[config.mk]
export PLATFORM = sky130hd
export DESIGN_NAME = screen_sequencer_flat
export DESIGN_NICKNAME = d
export VERILOG_FILES = /design/src/rtl/screen_sequencer_if.sv /design/src/rtl/screen_sequencer.sv /design/src/flat_wrapper.sv
export SDC_FILE = /design/constraint.sdc
export NUM_CORES = 1
export LEC_CHECK = 0
export ABC_AREA = 1
export CAP_MARGIN = 10
export CORE_MARGIN = 2
export CORE_UTILIZATION = 45
export CTS_CLUSTER_DIAMETER = 150
export CTS_CLUSTER_SIZE = 16
export DETAILED_ROUTE_END_ITERATION = 10
export PLACE_DENSITY = 0.71
export SYNTH_ARGS = -nofsm -noshare
export SYNTH_HDL_FRONTEND = slang
export SYNTH_SLANG_ARGS = --single-unit
[constraint.sdc]
create_clock -name CLOCK_50 -period 3.1 [get_ports CLOCK_50]
set_clock_uncertainty 0.05 [all_clocks]
set_input_delay 0.62 -clock CLOCK_50 [delete_from_list [all_inputs] [get_ports CLOCK_50]]
set_output_delay 0.62 -clock CLOCK_50 [all_outputs]
set_load 0.005 [all_outputs]
[src/rtl/screen_sequencer_if.sv]
// screen_sequencer_if
//   Bundles the command, game, row-serial grid and display/score signals of
//   the screen sequencer.
//   master : game top level (drives commands, game status and grid rows)
//   slave  : screen_sequencer (drives display frame, state and scores)
//   Signals:
//     cmd/cmd_valid       decoded IR word and its one-cycle strobe
//     game_over/length    status from the snake game
//     row_data/row_idx/row_valid  one grid row per valid cycle
//     disp_grid           frame to display, row r = [r*COLS +: COLS]
//     state/game_en/game_rst      game flow outputs
//     score/high_score    current and best score
interface screen_sequencer_if #(
    parameter int ROWS    = 16,
    parameter int COLS    = 16,
    parameter int CMD_W   = 32,
    parameter int LEN_W   = 8,
    parameter int SCORE_W = 12
);
    localparam int IDX_W = (ROWS > 1) ? $clog2(ROWS) : 1;

    logic [CMD_W-1:0]     cmd;
    logic                 cmd_valid;
    logic                 game_over;
    logic [LEN_W-1:0]     length;
    logic [COLS-1:0]      row_data;
    logic [IDX_W-1:0]     row_idx;
    logic                 row_valid;
    logic [ROWS*COLS-1:0] disp_grid;
    logic [1:0]           state;
    logic                 game_en;
    logic                 game_rst;
    logic [SCORE_W-1:0]   score;
    logic [SCORE_W-1:0]   high_score;

    modport master (
        output cmd, cmd_valid, game_over, length, row_data, row_idx, row_valid,
        input  disp_grid, state, game_en, game_rst, score, high_score
    );

    modport slave (
        input  cmd, cmd_valid, game_over, length, row_data, row_idx, row_valid,
        output disp_grid, state, game_en, game_rst, score, high_score
    );
endinterface

[src/rtl/screen_sequencer.sv]
// screen_sequencer
//   Game-screen sequencer: owns the START / PLAY / PAUSE / END flow, captures
//   the row-serial game grid into a tear-free double buffer, selects the frame
//   shown on the matrix display and keeps the current and high score.
//   Ports:
//     CLOCK_50  system clock
//     reset_n   synchronous active-low reset
//     bus       screen_sequencer_if slave (commands, rows, display, scores)
//   All outputs are registered.
module screen_sequencer #(
    parameter int                   ROWS          = 16,
    parameter int                   COLS          = 16,
    parameter int                   CMD_W         = 32,
    parameter logic [CMD_W-1:0]     START_CMD     = 32'h20DF_22DD,
    parameter logic [CMD_W-1:0]     PAUSE_CMD     = 32'h20DF_5AA5,
    parameter int                   LEN_W         = 8,
    parameter int                   SCORE_W       = 12,
    parameter int                   SCORE_PER_LEN = 5,
    parameter int                   HOLDOFF       = 50_000_000,
    parameter logic [ROWS*COLS-1:0] START_GRID    = {(ROWS*COLS/2){2'b10}},
    parameter logic [ROWS*COLS-1:0] END_GRID      = {(ROWS*COLS){1'b1}}
) (
    input logic                CLOCK_50,
    input logic                reset_n,
    screen_sequencer_if.slave  bus
);

    localparam int IDX_W  = (ROWS > 1) ? $clog2(ROWS) : 1;
    localparam int GRID_W = ROWS * COLS;
    localparam int HOLD_W = (HOLDOFF > 1) ? $clog2(HOLDOFF) : 1;
    localparam int PROD_W = LEN_W + 32;

    localparam logic [HOLD_W-1:0] HOLD_LOAD = HOLD_W'(HOLDOFF - 1);
    // One extra bit so that ROWS itself is representable for the range check.
    localparam logic [IDX_W:0]    ROWS_LIM  = (IDX_W + 1)'(ROWS);
    localparam logic [IDX_W-1:0]  LAST_ROW  = IDX_W'(ROWS - 1);

    localparam logic [1:0] S_START = 2'd0;
    localparam logic [1:0] S_PLAY  = 2'd1;
    localparam logic [1:0] S_PAUSE = 2'd2;
    localparam logic [1:0] S_END   = 2'd3;

    logic [1:0]         state_q,      state_d;
    logic [HOLD_W-1:0]  hold_q,       hold_d;
    logic [GRID_W-1:0]  back_q,       back_d;
    logic [GRID_W-1:0]  front_q,      front_d;
    logic [GRID_W-1:0]  disp_q,       disp_d;
    logic [SCORE_W-1:0] score_q,      score_d;
    logic [SCORE_W-1:0] high_q,       high_d;
    logic               game_en_q,    game_en_d;
    logic               game_rst_q,   game_rst_d;

    logic               start_hit_s;
    logic               pause_hit_s;
    logic               in_range_s;
    logic [PROD_W-1:0]  prod_s;
    logic [SCORE_W-1:0] best_s;

    // Command decode, row range check, score product and running best.
    always_comb begin
        start_hit_s = bus.cmd_valid && (bus.cmd == START_CMD);
        pause_hit_s = bus.cmd_valid && (bus.cmd == PAUSE_CMD);
        in_range_s  = ({1'b0, bus.row_idx} < ROWS_LIM);
        prod_s      = PROD_W'(bus.length) * PROD_W'(SCORE_PER_LEN);
        best_s      = (score_q > high_q) ? score_q : high_q;
    end

    // Next-state logic: game flow, holdoff, capture buffers, scores, outputs.
    always_comb begin
        state_d    = state_q;
        hold_d     = hold_q;
        back_d     = back_q;
        front_d    = front_q;
        score_d    = score_q;
        high_d     = high_q;
        game_rst_d = 1'b0;

        case (state_q)
            S_START: begin
                if (start_hit_s) begin
                    state_d    = S_PLAY;
                    game_rst_d = 1'b1;
                    score_d    = {SCORE_W{1'b0}};
                end else begin
                    state_d = S_START;
                end
            end
            S_PLAY: begin
                score_d = prod_s[SCORE_W-1:0];
                if (bus.game_over) begin
                    state_d = S_END;
                    hold_d  = HOLD_LOAD;
                    high_d  = best_s;
                end else if (pause_hit_s) begin
                    state_d = S_PAUSE;
                end else begin
                    state_d = S_PLAY;
                end
            end
            S_PAUSE: begin
                if (bus.game_over) begin
                    state_d = S_END;
                    hold_d  = HOLD_LOAD;
                    high_d  = best_s;
                end else if (pause_hit_s) begin
                    state_d = S_PLAY;
                end else begin
                    state_d = S_PAUSE;
                end
            end
            S_END: begin
                // START is only honoured once the holdoff has drained.
                if (hold_q != {HOLD_W{1'b0}}) begin
                    hold_d = hold_q - {{(HOLD_W-1){1'b0}}, 1'b1};
                end else if (start_hit_s) begin
                    state_d = S_START;
                end else begin
                    state_d = S_END;
                end
            end
            default: begin
                state_d = S_START;
            end
        endcase

        // Rows land in the back buffer; the last row publishes the whole
        // frame (including itself) to the front buffer in the same cycle.
        if ((state_q == S_PLAY) && bus.row_valid && in_range_s) begin
            back_d[bus.row_idx*COLS +: COLS] = bus.row_data;
            if (bus.row_idx == LAST_ROW) begin
                front_d = back_d;
            end else begin
                front_d = front_q;
            end
        end else begin
            back_d = back_q;
        end

        // Outputs follow the next state so they change with the transition.
        case (state_d)
            S_START: disp_d = START_GRID;
            S_END:   disp_d = END_GRID;
            S_PLAY:  disp_d = front_d;
            S_PAUSE: disp_d = front_d;
            default: disp_d = START_GRID;
        endcase
        game_en_d = (state_d == S_PLAY);
    end

    // State and output registers with synchronous active-low reset.
    always_ff @(posedge CLOCK_50) begin
        if (!reset_n) begin
            state_q    <= S_START;
            hold_q     <= {HOLD_W{1'b0}};
            back_q     <= {GRID_W{1'b0}};
            front_q    <= {GRID_W{1'b0}};
            disp_q     <= START_GRID;
            score_q    <= {SCORE_W{1'b0}};
            high_q     <= {SCORE_W{1'b0}};
            game_en_q  <= 1'b0;
            game_rst_q <= 1'b0;
        end else begin
            state_q    <= state_d;
            hold_q     <= hold_d;
            back_q     <= back_d;
            front_q    <= front_d;
            disp_q     <= disp_d;
            score_q    <= score_d;
            high_q     <= high_d;
            game_en_q  <= game_en_d;
            game_rst_q <= game_rst_d;
        end
    end

    assign bus.state      = state_q;
    assign bus.disp_grid  = disp_q;
    assign bus.game_en    = game_en_q;
    assign bus.game_rst   = game_rst_q;
    assign bus.score      = score_q;
    assign bus.high_score = high_q;

endmodule

[src/flat_wrapper.sv]
// flat-port wrapper written by rule: the top's interface ports become plain ports
module screen_sequencer_flat 
#(
    parameter int                   ROWS          = 16,
    parameter int                   COLS          = 16,
    parameter int                   CMD_W         = 32,
    parameter logic [CMD_W-1:0]     START_CMD     = 32'h20DF_22DD,
    parameter logic [CMD_W-1:0]     PAUSE_CMD     = 32'h20DF_5AA5,
    parameter int                   LEN_W         = 8,
    parameter int                   SCORE_W       = 12,
    parameter int                   SCORE_PER_LEN = 5,
    parameter int                   HOLDOFF       = 50_000_000,
    parameter logic [ROWS*COLS-1:0] START_GRID    = {(ROWS*COLS/2){2'b10}},
    parameter logic [ROWS*COLS-1:0] END_GRID      = {(ROWS*COLS){1'b1}}
)
  (CLOCK_50, reset_n, bus_cmd, bus_cmd_valid, bus_game_over, bus_length, bus_row_data, bus_row_idx, bus_row_valid, bus_disp_grid, bus_state, bus_game_en, bus_game_rst, bus_score, bus_high_score);
  screen_sequencer_if #(.ROWS(ROWS), .COLS(COLS), .CMD_W(CMD_W), .LEN_W(LEN_W), .SCORE_W(SCORE_W)) bus_i ();
  input logic CLOCK_50;
  input logic reset_n;
  input wire logic [$bits(bus_i.cmd)-1:0] bus_cmd;
  input wire logic [$bits(bus_i.cmd_valid)-1:0] bus_cmd_valid;
  input wire logic [$bits(bus_i.game_over)-1:0] bus_game_over;
  input wire logic [$bits(bus_i.length)-1:0] bus_length;
  input wire logic [$bits(bus_i.row_data)-1:0] bus_row_data;
  input wire logic [$bits(bus_i.row_idx)-1:0] bus_row_idx;
  input wire logic [$bits(bus_i.row_valid)-1:0] bus_row_valid;
  output wire logic [$bits(bus_i.disp_grid)-1:0] bus_disp_grid;
  output wire logic [$bits(bus_i.state)-1:0] bus_state;
  output wire logic [$bits(bus_i.game_en)-1:0] bus_game_en;
  output wire logic [$bits(bus_i.game_rst)-1:0] bus_game_rst;
  output wire logic [$bits(bus_i.score)-1:0] bus_score;
  output wire logic [$bits(bus_i.high_score)-1:0] bus_high_score;
  assign bus_i.cmd = bus_cmd;
  assign bus_i.cmd_valid = bus_cmd_valid;
  assign bus_i.game_over = bus_game_over;
  assign bus_i.length = bus_length;
  assign bus_i.row_data = bus_row_data;
  assign bus_i.row_idx = bus_row_idx;
  assign bus_i.row_valid = bus_row_valid;
  assign bus_disp_grid = bus_i.disp_grid;
  assign bus_state = bus_i.state;
  assign bus_game_en = bus_i.game_en;
  assign bus_game_rst = bus_i.game_rst;
  assign bus_score = bus_i.score;
  assign bus_high_score = bus_i.high_score;
  screen_sequencer #(.ROWS(ROWS), .COLS(COLS), .CMD_W(CMD_W), .START_CMD(START_CMD), .PAUSE_CMD(PAUSE_CMD), .LEN_W(LEN_W), .SCORE_W(SCORE_W), .SCORE_PER_LEN(SCORE_PER_LEN), .HOLDOFF(HOLDOFF), .START_GRID(START_GRID), .END_GRID(END_GRID)) u_core (.CLOCK_50(CLOCK_50), .reset_n(reset_n), .bus(bus_i));
endmodule
## Yosys cells after proc, flatten, opt, wreduce, memory -nomap -nowiden

Cells that the tools add are included.
Widths: inputs -> output; s select.

- RAM bits: 0
- Flip-flop bits (word level): 822
- Bits in latches: 0
- Memory bits (read-only): 0
- Memories: 0

- Add/sub/neg operators: 2
- Div/mod/pow operators: 0
- Reductions and logical operators: 14
- Order comparisons: 1
- $mul: 1
- Eq/ne operators: 12
- Bitwise gates (word level): 0
- Shift operators: 2
- Multiplexer cells: 18

Operators with widths:

| cell | count |
|---|---|
| $pmux 256 s3 | 1 |
| $mux 256 | 2 |
| $bwmux 256 | 1 |
| $shift 16x34->256 const A | 1 |
| $shiftx 16x34->256 | 1 |
| $eq 32x30->1 const B | 2 |
| $mux 26 | 2 |
| $pmux 26 s2 | 1 |
| $neg 8->34 | 1 |
| $reduce_bool 26->1 | 1 |
| $sub 26x1->26 const B | 1 |
| $pmux 12 s2 | 1 |
| $gt 12x12->1 | 1 |
| $mux 12 | 1 |
| $mux 2 | 6 |
| $mul 8x3->11 const B | 1 |
| $eq 2x2->1 const B | 4 |
| $pmux 2 s4 | 1 |
| $ne 2x1->1 const B | 3 |
| $reduce_and 3->1 | 2 |
| $eq 2x1->1 const B | 2 |
| $eq 4x4->1 const B | 1 |
| $logic_not 2->1 | 2 |
| $reduce_and 2->1 | 2 |
| other kinds (4) | 9 |

## Depth between registers and ports, before layout

Gate-level depths: netlist of run 1.

- Word-level depth: 8
- Gate-level depth with buffers: 18
- Depth with buffers taken out: 16

## Least setup slack after synthesis of run 1

Ideal clock, no wire load.

- Path kind: input-to-reg
- Start: input bus_cmd[20]
- End: register u_core.disp_q[165], in the netlist u_core.bus.disp_grid[165]
- Path slack: 226 ps
- Cell stages on the path: 17
- Arrival: 2,691 ps
- Data required time: 2,917 ps
- Setup time: 133 ps
- Cell sequence: inv_1 nor3_1 nand2_1 nor2_1 nand2_1 nand2_1 nand2_1 nand3_1 nand2_1 nand2_1 inv_1 ha_1 or2_2 nor2_1 clkbuf_1 clkbuf_1 o21ai_1

- Longest elaborated chain between the ends: 8
- Elaborated cells between the ends (all ways): 18
- Those cells by class: eq/ne (5); mux (9); reduce/logical (4)

RTL lines:

| item | RTL line | source |
|---|---|---|
| start: declaration | flat_wrapper.sv:20 | `input wire logic [$bits(bus_i.cmd)-1:0] bus_cmd;` |
| $eq 32x30->1 (on tied branches) | screen_sequencer.sv:61, screen_sequencer.sv:62 |  |
| $logic_and 1x1->1 (on tied branches) | screen_sequencer.sv:61, screen_sequencer.sv:62 |  |
| $mux 2 (on tied branches) | screen_sequencer.sv:115, screen_sequencer.sv:94, screen_sequencer.sv:105 |  |
| $mux 2 (on tied branches) | screen_sequencer.sv:113, screen_sequencer.sv:90, screen_sequencer.sv:101 |  |
| $pmux 2 s4 * | screen_sequencer.sv:78 | `case (state_q)` |
| net u_core.state_d[0] | screen_sequencer.sv:43 | `logic [1:0] state_q, state_d;` |
| $eq 2x2->1 or $eq 2x1->1 (tied branches) | screen_sequencer.sv:140 | `case (state_d)` |
| $reduce_or 2->1 (no line) | n/a |  |
| $pmux 256 s3 * | screen_sequencer.sv:140 |  |
| end signal: assignment | screen_sequencer.sv:167 | `disp_q <= disp_d;` |
| end: declaration | screen_sequencer.sv:47 | `logic [GRID_W-1:0] disp_q, disp_d;` |

Mark *: on every way through the listed nets, which the timed path passes. The rest lies on a longest branch.
A chain may end at the register's enable or synchronous reset.

## Final worst setup path of run 1

- Start: input bus_cmd[27]
- End: register u_core.disp_q[195], in the netlist u_core.bus.disp_grid[195]

The elaborated chain is that of the path after synthesis.

==> run metrics, run 1 <==
Netlist cell types=39; initial antenna violation count=3; Peak VDD IR=0.4016 mV; Fin. Hold Viols=0; CTS Buf Count=57; Leak=17.28 nW; critical path type=input port to flip-flop; overall routing resource usage=24.97%; pin count of the biggest net entering global routing=175; total grt overflow=0; worst endpoint required time=3560 ps; largest delay contributor family on the critical path=simple AND/OR/NAND/NOR gates; final WL=102,700 um; number of synthesized flops with an enable pin=0; crit-path max FO=19; setup ws final=104.0 ps; DR pass1 iterations=6; worst slew pin tran=1026 ps; cell taking the most area after synthesis=dfxtp_1; Post-Syn Area=0.03473 mm^2; critical path, cell by cell=clkdlybuf4s50_1, nor2_1, nand4_1, nor2_2, nand2_1, nand2_1, nand2_1, nand3_1, nand2_1, nand2_1, inv_1, ha_4, or2_4, nor2_4, buf_12, buf_12, o21ai_0; clock latency on the worst-skew pair=660 ps; DP Worst Slack=-449.9 ps; critical path launch point=bus_cmd[27]; vias per inst=5.358; async set-reset flop share out of synthesis=0%; die height=281.8 um; RSZ-0062 raised after global routing=no; initial drt markers=2,860; CP bufs+invs=4; final worst path period share=96.64%; global placement routability congestion=0.9050; first-pass GRT wire length=158,400 um; CP Data Arrival Time=3460 ps; Avg WL per Cell=17.22 um; R2R depth=16; Remaining DRCs=0; hold crit path type=input port to flip-flop; post-synth top area share=47.26%; layout overhead on the synthesized area=21.91%; IO Pins=349; DP HPWL=71,160 um; top cells by count, synth=dfxtp_1 (820), nand2_1 (717), nand3_1 (556); clk buf depth=3; Tmin final=2996 ps; relative slew slack=31.58%; number of global-route vias before repair=28,740; HP Start=reset_n; top-count cell post-synth=dfxtp_1; # hold bufs at CTS=0; # H-tree levels=2; CORE AREA=0.07620 mm^2; Final Util=55.57%; Pwr Density=437.4 mW/mm^2; fmax=0.3338 GHz; startpoint types=input port; number of synthesized register bits=820; final antenna-violating net count=0; Synth Flop Type=dfxtp_1; via count=31,960; CP Capture Type=flip-flop; Synthesis Warnings=0; critical path depth=17; Post-Syn Instances=4,600; num rows=101; initial core utilization=45.58%; Max stage delay on crit path=400 ps; reg2reg start=u_core.hold_q[6]$_SDFFE_PN0P_; Max Cap Viol=0; Port Buffers=346; Synth Area per Inst=7.551 um^2; sequential area share after synthesis=47.26%; Slew Viols, Final=0; share of cells above drive strength 1=12.51%; slowest CP cell=clkdlybuf4s50_1; CTS tree=yes; # nets final=5,033; clock sinks=820; Root Buffer=clkbuf_16; ranking of synthesized cells by area=dfxtp_1 (47%), nand3_1 (8.0%), nand2_1 (7.7%); most used cell, CP=nand2_1; die width=281.8 um; clk slew on worst S/H paths=80 ps; die area=0.07942 mm^2; status=completed; Setup Viol. Count Final=0; hold path cells=3
path summary, 6_finish.rpt:
kind                                               end  slack, ps
setup / recovery  u_core.bus.disp_grid[195]$_SDFF_PN1_        100
hold reg to reg         u_core.hold_q[25]$_SDFFE_PN0P_        450
hold / removal           u_core.hold_q[4]$_SDFFE_PN0P_        360
setup reg to reg  u_core.bus.disp_grid[195]$_SDFF_PN1_        260
where the power goes:
part / total (W) / internal, W / switching, W
clock: 0.00700 / 0.00332 / 0.00368
sequential: 0.0105 / 0.0105 / 0.000000000000399
combinational: 0.000998 / 0.000339 / 0.000660
total: 0.0185 / 0.0142 / 0.00434
final cells by class:
class | count | area, um^2
well taps | 1030 | 1289
diodes | 1 | 2.502
multi-input cells | 3052 | 15460
clock buffers | 58 | 1451
clock inverters | 3 | 52.55
fillers | 7025 | 33860
inverters | 399 | 1515
flip-flops and latches | 820 | 16420
repair buffers | 602 | 6158
cell families (layout without fill, tap and decap cells):
group                      Yosys count  count (layout)  synth area share, %
other                                1               3              0.01080
DFF                                820             820                47.26
adders and majority gates           36              36                1.318
xor gates and xnor gates            23              23               0.5800
buffers and inverters              729            1062                8.361
AOI/OAI and AO/OA                  891             891                14.64
and+or+nand+nor                   2100            2100                27.83
worst register-to-register path: stages (launching register included):
cell and delay (ps):
dfxtp_1 350, nor2_1 170, nand2_1 120, nor2_1 200, nand2_1 100, o21ai_0 170, nand3_1 90, nand3_1 90
nand2_1 70, nand2_1 140, inv_1 100, ha_4 160, or2_4 270, nor2_4 160, buf_12 190, buf_12 170
o21ai_0 110
stage by stage:
step	cell area, um^2	std cells	hold WS, ps	setup TNS [ps]	total power (W)
2_1_floorplan	34740	4601	406.0	0	0.01127
3_5_place_dp	40830	5903	431.0	-91580	0.01175
5_1_grt	42340	5964	377.0	0	0.01904
6_report	42340	5965	360.2	0	0.01852
4_1_cts	42340	5964	348.2	0	0.01863
3_3_place_gp	40830	5903	425.2	-92390	0.01174
flip-flops by register name, summed over array words and instances, names as in the netlist:
signal,flops
u_core.hold_q,26
u_core.front_q,256
u_core.bus.state,2
u_core.bus.game_rst,1
u_core.back_q,256
u_core.bus.score,11
u_core.bus.game_en,1
u_core.bus.high_score,11
u_core.bus.disp_grid,256
what timing repair did:
item,4_1_cts,5_1_grt
gates resized for setup,0,1
setup endpoints to repair,0,28
buffers inserted,0,0
placed cells by master (no fill, tap or decap), types with 62 or more instances in the layout:
cell | netlist | final
a21oi_1 | 257 | 257
buf_12 | 0 | 62
buf_4 | 13 | 195
clkdlybuf4s50_1 | 0 | 345
dfxtp_1 | 820 | 820
inv_1 | 389 | 386
nand2_1 | 717 | 716
nand3_1 | 556 | 556
nor2_1 | 468 | 466
o211ai_1 | 234 | 234
o21ai_0 | 272 | 272
o21ai_1 | 109 | 109
or2_2 | 223 | 222
layer usage:
layer | track usage, % | vias to the layer above | wire length (um)
li1 | - | 15790 | -
met5 | 0 | - | 23
met4 | 7.460 | 4 | 2810
met3 | 4.267 | 159 | 7484
met1 | 35.37 | 14950 | 46830
met2 | 38.80 | 1053 | 45560
No activity file was read; power rests on OpenSTA's default activity.
==> run 2, diff against run 1 <==
Settings changed: CORE_UTILIZATION 45 to 57, PLACE_DENSITY 0.71 to 0.86, TNS_END_PERCENT from default to 1.
==> run metrics, run 2 (synthesis results as in run 1) <==
status=completed; CTS tree=yes; RSZ-0062 raised after global routing=no; via count=32,610 (+2.0%); Comb power frac=5.2% (-0.2 points); final antenna-violating net count=0 (unchanged); # hold bufs at CTS=0 (unchanged); internal power=0.01410 W (-0.59%); initial antenna violation count=2 (-1); num rows=90 (-11%); DR pass1 iterations=6 (unchanged); critical path type=flip-flop to flip-flop; first-pass GRT wire length=157,000 um (-0.88%); Leak=17.09 nW (-1.1%); total grt overflow=0 (unchanged); Slew Viols, Final=0 (unchanged); Remaining DRCs=0 (unchanged); IO Pins=349 (unchanged); final WL=100,500 um (-2.2%); initial drt markers=3,633 (+27%); Setup Viol. Count Final=0 (unchanged); vias per inst=5.736 (+7.1%); die width=250.9 um (-11%); Pwr Total=0.01833 W (-1.0%); final worst path period share=91.74% (-4.9 points); crit-path max FO=33 (+14); initial core utilization=57.65% (+12 points); DP HPWL=69,030 um (-3.0%); global placement routability congestion=0.9131 (+0.90%); Pwr Density=439.0 mW/mm^2 (+0.38%); R2R depth=16 (unchanged); layout overhead on the synthesized area=20.19%; Port Buffers=346 (unchanged); DP Worst Slack=-356.4 ps (+93.44 ps); Peak VDD IR=0.4381 mV (+9.1%); clock latency on the worst-skew pair=640 ps (-20 ps); Net Sw Frac=23.08% (-0.34 points); Clk pwr share=37.4% (-0.4 points); die height=250.9 um (-11%); setup ws final=256.1 ps (+152.1 ps); clk buf depth=3 (unchanged); Tmin final=2844 ps (-152.1 ps); share of cells above drive strength 1=11.88% (-0.63 points); startpoint types=flip-flop; CP Data Arrival Time=3310 ps (-150 ps); post-CTS sizing=0 (unchanged); CORE AREA=0.06025 mm^2 (-21%); relative slew slack=39.52% (+7.9 points); worst slew pin tran=907.2 ps (-119.1 ps); post-CTS setup buffer count=0 (unchanged); setup TNS=0 ps (unchanged); hold path cells=3 (unchanged); # H-tree levels=2 (unchanged); hold crit path type=input port to flip-flop; Avg WL per Cell=17.67 um (+2.6%); clock sinks=820 (unchanged); Psw=0.004230 W (-2.5%); sequential power share=57.4% (+0.6 points); Max Cap Viol=0 (unchanged); FF-to-FF setup slack=260 ps (about the same); most frequent cells in the layout=dfxtp_1 (820), nand2_1 (716), nand3_1 (556), nor2_1 (467), inv_1 (386); commonest non-fill, non-tap cell in the layout=dfxtp_1; Fin. Hold Viols=0 (unchanged); Root Buffer=clkbuf_16; # nets final=4,999 (-0.68%); clk slew on worst S/H paths=70 ps (about the same); CP Capture Type=flip-flop; number of global-route vias before repair=30,070 (+4.6%); pin count of the biggest net entering global routing=175 (unchanged); fmax=0.3516 GHz (+5.3%); CTS Buf Count=57 (unchanged); Hold WS=392.6 ps (+32.40 ps); worst endpoint required time=3570 ps (about the same); die area=0.06293 mm^2 (-21%); overall routing resource usage=30.69% (+5.7 points)
## run 2: cell types whose count changed in the layout (fill, tap and decap cells not counted)
cell,change
buf_12,-1
nor2_1,+1
inv_16,-1
buf_4,-33
inv_6,+1
nor2_2,-1
clkinv_8,+1
clkbuf_16,-1
diode_2,+2
## run 2: final cells by class
type / count / area, um^2
Timing Repair Buffer: 568 / 5891
Sequential cell: 820 / 16420
Antenna cell: 3 / 7.507
Multi-Input combinational cell: 3052 / 15450
Clock buffer: 57 / 1426
Inverter: 399 / 1515
Fill cell: 4563 / 18500
Clock inverter: 4 / 57.56
Tap cell: 782 / 978.4
## run 2: worst paths after layout
path	startpoint	endpoint
min	reset_n	u_core.front_q[11]$_SDFF_PN0_
min reg2reg	u_core.front_q[129]$_SDFF_PN0_	u_core.front_q[129]$_SDFF_PN0_
max	u_core.hold_q[10]$_SDFFE_PN0P_	u_core.bus.disp_grid[176]$_SDFF_PN0_
max reg2reg	u_core.hold_q[10]$_SDFFE_PN0P_	u_core.bus.disp_grid[176]$_SDFF_PN0_
## run 2: power by group through the flow
stage / Combinational (W) / Sequential [W] / Clock, W
after global routing: 0.000997 / 0.0105 / 0.00729
final: 0.000948 / 0.0105 / 0.00686
after global placement: 0.000910 / 0.0108 / 0
after CTS: 0.000925 / 0.0105 / 0.00690
after detailed placement: 0.000919 / 0.0108 / 0
after floorplan: 0.000504 / 0.0108 / 0
## run 2: critical path, stage by stage (launching register included)
cell and delay [ps]:
dfxtp_1 350, nor2_1 190, nand2_1 100, nor2_1 200
nand2_1 110, nor2_1 150, nand3_1 110, nand3_1 90
nand3_1 70, nand2_1 80, nand2_1 100, inv_1 110
ha_4 130, or2_4 130, buf_4 370, buf_4 270
a21oi_1 70
## run 2: through the flow
| stage | instances | instance area, um^2 | util, % |
|---|---|---|---|
| global placement | 5621 | 40250 | 66.82 |
| floorplan | 4601 | 34740 | - |
| finish | 5685 | 41750 | 69.29 |
| global route | 5683 | 41740 | 69.29 |
| CTS | 5682 | 41740 | 69.28 |
| detailed placement | 5621 | 40250 | 66.82 |
## run 2: layer usage
metal	GRT usage, %	share of wire [%]
met3	4.711	8.8
met2	48.39	45
met5	0	0
met1	41.99	42
met4	13.18	4.2
